File: config.mk
export PLATFORM = sky130hd
export DESIGN_NAME = alarm_beeper
export DESIGN_NICKNAME = d
export VERILOG_FILES = /design/src/rtl/alarm_pkg.sv /design/src/rtl/alarm_sync.sv /design/src/rtl/alarm_beeper.sv
export SDC_FILE = /design/constraint.sdc
export NUM_CORES = 1
export LEC_CHECK = 0
export CORE_UTILIZATION = 56
export CTS_BUF_LIST = sky130_fd_sc_hd__clkbuf_8
export CTS_CLUSTER_SIZE = 30
export DETAILED_ROUTE_END_ITERATION = 8
export PLACE_DENSITY = 0.78
export SKIP_CTS_REPAIR_TIMING = 1
export SYNTH_ARGS = -nofsm -noshare
export SYNTH_HDL_FRONTEND = slang
export SYNTH_HIERARCHICAL = 1
export SYNTH_SLANG_ARGS = --single-unit
File: constraint.sdc
create_clock -name clk -period 2.1 [get_ports clk]
set_clock_uncertainty 0.15 [all_clocks]
set_input_delay 0.42 -clock clk [delete_from_list [all_inputs] [get_ports clk]]
set_output_delay 0.42 -clock clk [all_outputs]
set_load 0.005 [all_outputs]
File: src/rtl/alarm_pkg.sv
// Shared definitions for the alarm beeper: state encoding, default
// divider values and small helpers for sizing counters.
package alarm_pkg;

   typedef enum logic [2:0] {
      IDLE   = 3'd0,
      BEEP   = 3'd1,
      GAP    = 3'd2,
      DONE   = 3'd3,
      SNOOZE = 3'd4
   } beeper_state_t;

   localparam int unsigned DEF_TONE_DIV     = 25000;
   localparam int unsigned DEF_CADENCE_DIV  = 5000000;
   localparam int unsigned DEF_ON_SLOTS     = 2;
   localparam int unsigned DEF_OFF_SLOTS    = 3;
   localparam int unsigned DEF_MAX_BEEPS    = 30;
   localparam int unsigned DEF_SNOOZE_SLOTS = 50;

   // Counter width for counting 0..n-1; never narrower than one bit.
   function automatic int unsigned widthFor(input int unsigned n);
      return (n < 2) ? 1 : $clog2(n);
   endfunction

   function automatic int unsigned maxOf3(input int unsigned a, input int unsigned b,
                                          input int unsigned c);
      int unsigned m;
      m = (a > b) ? a : b;
      return (m > c) ? m : c;
   endfunction

endpackage

File: src/rtl/alarm_sync.sv
// Brings the sec_clk-domain alarm level into the system clock domain
// through two flops and flags its rising edge.
module alarm_sync (
   input  logic clk,
   input  logic rst,
   input  logic alarm,
   output logic alarm_s,
   output logic alarm_rise
);

   logic alarmMeta;
   logic alarm_s_d;

   // Two-flop synchroniser plus one delay stage for edge detection.
   // The delay stage clears on reset so an alarm that is already high
   // when reset releases still looks like a fresh rise.
   always_ff @(posedge clk) begin
      if (rst) begin
         alarmMeta <= 1'b0;
         alarm_s   <= 1'b0;
         alarm_s_d <= 1'b0;
      end else begin
         alarmMeta <= alarm;
         alarm_s   <= alarmMeta;
         alarm_s_d <= alarm_s;
      end
   end

   assign alarm_rise = alarm_s & ~alarm_s_d;

endmodule

File: src/rtl/alarm_beeper.sv
// Piezo driver for the egg-timer alarm. A synchronised alarm rise starts
// a sequence of tone bursts (BEEP) separated by silent gaps (GAP); the
// sequence ends on acknowledge, on alarm drop, or after MAX_BEEPS beeps.
// Optional feature macro: ALARM_BEEPER_SNOOZE_EN turns acknowledge into a
// snooze of SNOOZE_SLOTS cadence slots instead of a hard stop.
module alarm_beeper
   import alarm_pkg::*;
#(
   parameter int unsigned TONE_DIV     = DEF_TONE_DIV,
   parameter int unsigned CADENCE_DIV  = DEF_CADENCE_DIV,
   parameter int unsigned ON_SLOTS     = DEF_ON_SLOTS,
   parameter int unsigned OFF_SLOTS    = DEF_OFF_SLOTS,
   parameter int unsigned MAX_BEEPS    = DEF_MAX_BEEPS,
   parameter int unsigned SNOOZE_SLOTS = DEF_SNOOZE_SLOTS
) (
   input  logic       clk,
   input  logic       rst,
   input  logic       alarm,
   input  logic       ack,
   output logic       buzzer,
   output logic       beeping,
   output logic [7:0] beep_count
);

   localparam int unsigned TONE_W = widthFor(TONE_DIV);
   localparam int unsigned CAD_W  = widthFor(CADENCE_DIV);
   localparam int unsigned SLOT_W = widthFor(maxOf3(ON_SLOTS, OFF_SLOTS, SNOOZE_SLOTS));

   beeper_state_t     state;
   logic [TONE_W-1:0] toneCnt;
   logic [TONE_W-1:0] toneNext;
   logic [CAD_W-1:0]  cadenceCnt;
   logic [CAD_W-1:0]  cadenceNext;
   logic [SLOT_W-1:0] slotCnt;
   logic [SLOT_W-1:0] slotNext;
   logic [SLOT_W-1:0] slotLast;
   logic              toneWrap;
   logic              cadenceWrap;
   logic              phaseDone;
   logic              moreBeeps;
   logic              alarm_s;
   logic              alarm_rise;

   alarm_sync u_sync (
      .clk        (clk),
      .rst        (rst),
      .alarm      (alarm),
      .alarm_s    (alarm_s),
      .alarm_rise (alarm_rise)
   );

   // Next values of the tone and cadence counters, and whether the
   // current timed state has used up its allotted number of slots.
   always_comb begin
      toneWrap    = (toneCnt == TONE_W'(TONE_DIV - 1));
      cadenceWrap = (cadenceCnt == CAD_W'(CADENCE_DIV - 1));
      toneNext    = toneWrap ? '0 : toneCnt + TONE_W'(1);
      cadenceNext = cadenceWrap ? '0 : cadenceCnt + CAD_W'(1);
      slotNext    = cadenceWrap ? slotCnt + SLOT_W'(1) : slotCnt;
      slotLast    = '0;
      case (state)
         BEEP:    slotLast = SLOT_W'(ON_SLOTS - 1);
         GAP:     slotLast = SLOT_W'(OFF_SLOTS - 1);
         SNOOZE:  slotLast = SLOT_W'(SNOOZE_SLOTS - 1);
         default: slotLast = '0;
      endcase
      phaseDone = cadenceWrap && (slotCnt == slotLast);
      moreBeeps = (MAX_BEEPS == 0) || (32'(beep_count) < MAX_BEEPS);
   end

   // Main sequencer. Counters default to zero each cycle so every state
   // entry restarts them; only branches that stay in a timed state advance
   // them. Outputs are registered alongside the state.
   always_ff @(posedge clk) begin
      if (rst) begin
         state      <= IDLE;
         buzzer     <= 1'b0;
         beeping    <= 1'b0;
         beep_count <= '0;
         toneCnt    <= '0;
         cadenceCnt <= '0;
         slotCnt    <= '0;
      end else begin
         toneCnt    <= '0;
         cadenceCnt <= '0;
         slotCnt    <= '0;
         case (state)
            IDLE: begin
               if (alarm_rise) begin
                  state      <= BEEP;
                  buzzer     <= 1'b1;
                  beeping    <= 1'b1;
                  beep_count <= '0;
               end
            end
            BEEP: begin
               if (!alarm_s) begin
                  state   <= IDLE;
                  buzzer  <= 1'b0;
                  beeping <= 1'b0;
               end else if (ack) begin
`ifdef ALARM_BEEPER_SNOOZE_EN
                  state   <= SNOOZE;
`else
                  state   <= DONE;
`endif
                  buzzer  <= 1'b0;
                  beeping <= 1'b0;
               end else if (phaseDone) begin
                  state  <= GAP;
                  buzzer <= 1'b0;
                  if (beep_count != 8'hFF) begin
                     beep_count <= beep_count + 8'd1;
                  end
               end else begin
                  toneCnt    <= toneNext;
                  cadenceCnt <= cadenceNext;
                  slotCnt    <= slotNext;
                  if (toneWrap) begin
                     buzzer <= ~buzzer;
                  end
               end
            end
            GAP: begin
               if (!alarm_s) begin
                  state   <= IDLE;
                  buzzer  <= 1'b0;
                  beeping <= 1'b0;
               end else if (ack) begin
`ifdef ALARM_BEEPER_SNOOZE_EN
                  state   <= SNOOZE;
`else
                  state   <= DONE;
`endif
                  buzzer  <= 1'b0;
                  beeping <= 1'b0;
               end else if (phaseDone) begin
                  if (moreBeeps) begin
                     state  <= BEEP;
                     buzzer <= 1'b1;
                  end else begin
                     state   <= DONE;
                     buzzer  <= 1'b0;
                     beeping <= 1'b0;
                  end
               end else begin
                  cadenceCnt <= cadenceNext;
                  slotCnt    <= slotNext;
               end
            end
            DONE: begin
               buzzer  <= 1'b0;
               beeping <= 1'b0;
               if (!alarm_s) begin
                  state <= IDLE;
               end
            end
`ifdef ALARM_BEEPER_SNOOZE_EN
            SNOOZE: begin
               if (!alarm_s) begin
                  state <= IDLE;
               end else if (ack) begin
                  state <= DONE;
               end else if (phaseDone) begin
                  state      <= BEEP;
                  buzzer     <= 1'b1;
                  beeping    <= 1'b1;
                  beep_count <= '0;
               end else begin
                  cadenceCnt <= cadenceNext;
                  slotCnt    <= slotNext;
               end
            end
`endif
            default: begin
               state   <= IDLE;
               buzzer  <= 1'b0;
               beeping <= 1'b0;
            end
         endcase
      end
   end

endmodule

# After elaboration in Yosys (flattened, before gate mapping)
# Cells that the tools add are included.
[op_classes] bitwise_logic=6 add_sub_neg=4 n_eq_ne=19 mux=34 order_cmp=1 reduce_logical=11
[op_table] op="$mux W8" n=5
[op_table] op="$mux W3" n=8
[op_table] op="$add A23 B1 Y23 const B" n=1
[op_table] op="$eq A23 B23 Y1 const B" n=1
[op_table] op="$pmux W6 S3" n=1
[op_table] op="$pmux W8 S2" n=1
[op_table] op="$add A15 B1 Y15 const B" n=1
[op_table] op="$eq A15 B15 Y1 const B" n=1
[op_table] op="$mux W1" n=15
[op_table] op="$ne A4 B4 Y1 const B" n=3
[op_table] op="$pmux W3 S4" n=1
[op_table] op="$reduce_or A6 Y1" n=2
[op_table] op="$ne A2 B2 Y1 const B" n=5
[op_table] op="$add A8 B1 Y8 const B" n=1
[op_table] op="$lt A8 B5 Y1 const B" n=1
[op_table] op="$ne A8 B8 Y1 const B" n=1
[op_table] op="$reduce_and A4 Y1" n=2
[op_table] op="$add A6 B1 Y6 const B" n=1
[op_table] op="$eq A3 B2 Y1 const B" n=2
[op_table] op="$eq A6 B6 Y1" n=1
[op_table] op="$pmux W1 S3" n=2
[op_table] op="$reduce_and A6 Y1" n=1
[op_table] op="$ne A5 B5 Y1 const B" n=1
[op_table] op="$not A1 Y1" n=5
[op_table] op="other kinds (12)" n=12
[word_totals] output_inout_bits=10 in_bits=4 reg_bits=60

# Longest topological paths before layout
[depth] word_depth=8 ltp_mapped=9 mapped_depth_nobuf=7

# By module
# The synthesis kept the hierarchy.
[modules_own_cells] module="alarm_beeper" n_inst=1 cells_each=340 area_per_inst_um2=2922.8 seq_area_each_um2=1121.1
[modules_own_cells] module="alarm_sync" n_inst=1 cells_each=7 area_per_inst_um2=87.6 seq_area_each_um2=60.1

# Worst setup path before layout
# Ideal clock, no wire load.
[synth_timing] path_kind="register to register" from="register state[0]" to="register beep_count[5]" stages_incl_launch_ff=10 t_required_ns=1.880 t_arrival_ns=2.005 n_path_buf=2 period_less_slack_ns=2.225 path_slack_ns=-0.125 setup_ns=0.070 path_cell_list="dfxtp_1 > inv_1 > ha_1 > xnor2_1 > and3_1 > buf_2 > nand4_2 > buf_6 > or4_1 > a21oi_1"
[synth_between] elab_chain_len=6
[synth_lines] item="start: declaration" line="alarm_beeper.sv:29" rtl="beeper_state_t state;"
[synth_lines] item="start signal: assignment" line="alarm_beeper.sv:76" rtl="state <= IDLE;"
[synth_lines] item="start signal: assignment" line="alarm_beeper.sv:90" rtl="state <= BEEP;"
[synth_lines] item="start signal: assignment" line="alarm_beeper.sv:98" rtl="state <= IDLE;"
[synth_lines] item="$eq A3 B3 Y1, or another cell as far along" line="alarm_beeper.sv:61" rtl="case (state)"
[synth_lines] item="$pmux W6 S3" line="alarm_beeper.sv:61"
[synth_lines] item="$eq A6 B6 Y1" line="alarm_beeper.sv:67" rtl="phaseDone = cadenceWrap && (slotCnt == slotLast);"
[synth_lines] item="$logic_and A1 B1 Y1" line="alarm_beeper.sv:67"
[synth_lines] item="$ne A2 B2 Y1 (no source line)"
[synth_lines] item="$reduce_and A6 Y1 (no source line)"
[synth_lines] item="end signal: assignment" line="alarm_beeper.sv:113" rtl="beep_count <= beep_count + 8'd1;"
[synth_lines] item="end: declaration" line="alarm_beeper.sv:22" rtl="output logic [7:0] beep_count"
# Several ways; a longest one is shown, not always the timed one.
# A chain may end at the register's enable or synchronous reset.

# Final worst setup path
[layout_timing] from="register state[0]" to="register beep_count[2]"
# The elaborated chain is that of the path after synthesis.

==> impl_metrics.tcl <==
set metrics [dict create \
    synth-edff-count 0 \
    hp-start "u_sync/alarmMeta" \
    share_of_layout_cells_above_drive_strength_1_pct 24.4 \
    dr.pass1.iters 5 \
    holdPathEnd "u_sync/alarm_s" \
    hold_violations 0 \
    insertedDiodeCount 0 \
    route.detailed.drc 0 \
    violations_in_the_final_reports "negative setup slack" \
    cts_tree "built" \
    startpoint_type "register" \
    crit_path_max_fanout 5 \
    multiInputGateArea_sq_um 1880 \
    clk_pin_slew_ns 0.06 \
    slew_headroom_pct 65.8 \
    buffers_from_clock_root_to_sink_at_most 2 \
    mappedNetlistNets 360 \
    post-route-worst-setup-slack_ns -0.179 \
    grt_pass1_wl_um 10200 \
    worstPathRequired_ns 2.13 \
    worst_path_dominant_cell_family "compound AO/OA/AOI/OAI gates" \
    status "complete, but fails checks" \
    wl_um 7520 \
    core_region_area_sq_um 5140 \
    async_reset_ff_share_pct 0 \
    syn-cell-area_sq_um 3010 \
    unrepaired_setup_endpoints_after_global_routing "true" \
    floorplan.die.height_um 75.3 \
    avgRoutedWirePerCell_um 15.7 \
    grt_antenna_before_repair 0 \
    areaGrowthSynthToFinish_pct 29.6 \
    syn-instance-count 347 \
    min_path_type "reg2reg" \
    floorplan.die_area_sq_um 5670 \
    ys.flop_type "sky130_fd_sc_hd__dfxtp_1" \
    clock_tree.root_cell "sky130_fd_sc_hd__clkbuf_8" \
    port_buffers 13 \
    total_leakage_power_nw 1.31 \
    grtUsageTotal_pct 23.8 \
    initialDrtViolationCount 251 \
    number_of_cells_traversed_by_the_worst_hold_path 1 \
    worst_path_largest_cell_delay_ns 0.46 \
    dpl-instance-area_sq_um 3520 \
    antenna_left 0 \
    rr_endpoint "beep_count[2]" \
    tritoncts.num_buffers 9 \
    setup-violations-final 2 \
    ys_warn_count 6 \
    final_area_sq_um 3900 \
    number_of_global_route_vias_before_repair 2335 \
    post-dp-hpwl_um 4470 \
    nNetsFinal 418 \
    gr-total-overflow 0 \
    crit_chain "buf_6, ha_4, xnor2_2, and3_4, buf_4, nand4_2, o21ai_0, a21oi_1" \
    cp_data_arrival_time_ns 2.31 \
    setup.worst_path.end_class "register" \
    num_io_pins 14 \
    yosysSeqAreaShare_pct 39.2 \
    worstMarginPinSlew_ns 0.507 \
    finalHoldWorstSlack_ns 0.310 \
    largest_net_degree_at_the_start_of_global_routing 24 \
    avgViaCountPerCell 5.79 \
    filler_cell_count 362 \
    maximum_achievable_frequency_mhz 439 \
    synth.distinct_cells 49 \
    floorplan.rows 26 \
    r2r-start "state[0]" \
    syn-mean-instance-area_sq_um 8.68 \
    finalWeightedCongestion 0.880 \
    maxSlewViolCount 0 \
    ys_ff_latch 59 \
    setup.reg_to_reg.worst_slack_ns -0.18 \
    count_of_buffering_cells_on_the_critical_path_with_inverters_included 2 \
    die_width_um 75.3 \
    clkLatencyLatePin_ns 0.33 \
    maxCapViolations 0 \
    fin_crit_share_pct 109 \
    power_density_nw_per_um2 628 \
    worstRegToRegCells 8 \
    initial_core_util_pct 58.6 \
    routed_vias 2781 \
    post-route-min-period_ns 2.28 \
    crit_slowest_cell "sky130_fd_sc_hd__o21ai_0" \
    ctsHtreeMaxLevel 3 \
    setup.worst_path.class "reg2reg" \
    total_clock_sinks 59 \
    postLayoutCoreUtil_pct 75.9 \
    ir_drop_mv 0.483 \
    final-seq-area_sq_um 1190 \
]
[layout by cell type (no fill, tap or decap), drive strengths merged, types with 11 or more instances in the layout]
master	instances
dfxtp	59
xnor2	31
a21oi	14
nor2	61
o21ai	11
nand3	21
nor4	11
buf	41
inv	17
nand2	22
clkdlybuf4s50	13
nand4	11
[cell families (layout without fill, tap and decap cells)]
logic type	count (synthesis)	in the layout	synth area share, %
fa+ha+maj	9	9	3.74
buf+inv	23	85	3.28
simple gates	172	173	32.3
compound gates	42	42	9.10
xor+xnor	40	40	11.6
mux	2	2	0.707
flops	59	59	39.2
[power by group]
| part | leakage (nW) | internal (mW) | switching [mW] |
|---|---|---|---|
| Combinational | 0.719 | 0.102 | 0.107 |
| Clock | 0.112 | 0.655 | 0.444 |
| Sequential | 0.479 | 1.13 | 0.0110 |
| Total | 1.31 | 1.89 | 0.562 |
[worst max-delay path by stage]
stage                  start             to  slack [ns]  cells after the start
3_3_place_gp             ack  beep_count[3]       -0.21                      6
3_5_place_dp             ack  beep_count[5]       -0.25                      6
2_1_floorplan  cadenceCnt[1]  beep_count[5]      0.0009                      7
6_report            state[0]  beep_count[2]       -0.18                      8
4_1_cts        cadenceCnt[1]  beep_count[5]       -0.05                      6
5_1_grt             state[0]  beep_count[2]       -0.25                      8
[registers in the layout (all words and copies together) (netlist names)]
register,cells
state,2
beeping,1
slotCnt,6
u_sync/alarm_s_d,1
cadenceCnt,23
beep_count,8
buzzer,1
toneCnt,15
u_sync/alarmMeta,1
u_sync/alarm_s,1
[through the flow]
stage / power (mW) / instances / worst slack (ns) / setup TNS, ns
floorplan: 1.26 / 347 / 0.000923 / 0
global placement: 1.33 / 458 / -0.212 / -0.831
detailed placement: 1.33 / 458 / -0.248 / -1.03
global route: 2.53 / 480 / -0.250 / -0.668
finish: 2.45 / 480 / -0.179 / -0.245
CTS: 2.42 / 474 / -0.0503 / -0.122
[metal layers]
metal  up-vias  global-route usage, %  part of all wire [%]
met4         0                   10.1                   3.8
met1      1280                   30.4                    42
met5         -                      0                     0
met3        37                   4.76                   6.3
met2       118                   39.3                    47
li1       1346                      -                     -
[synthesized netlist by cell type (all sizes together) (2+ instances only)]
cell type  number  area [sq um]
inv            15          56.3
nand4          10          68.8
nor4           11           124
or4             5          37.5
and4            5          48.8
and3            8          50.1
a311oi          3          26.3
xor2            9          78.8
o31ai           3          22.5
or4b            2          20.0
nand3          21           110
o21ai          11          58.8
or3             7          43.8
a31oi           2          12.5
clkbuf          3          11.3
buf             5          31.3
nor4b           3          56.3
nand2          22          82.6
a21oi          14          70.1
nor2           61           229
dfxtp          59          1180
nor3            9          45.0
nor2b           5          33.8
xnor2          31           272
ha              9           113
[area by class of cell]
cell class	instances	share of cell area, %
clock buffers	9	3.18
clock inverters	7	2.18
inverters	15	1.44
multi-input cells	266	48.2
flip-flops and latches	59	30.5
well taps	70	2.25
repair buffers	54	12.3
Power figures use the tool's default switching activity.
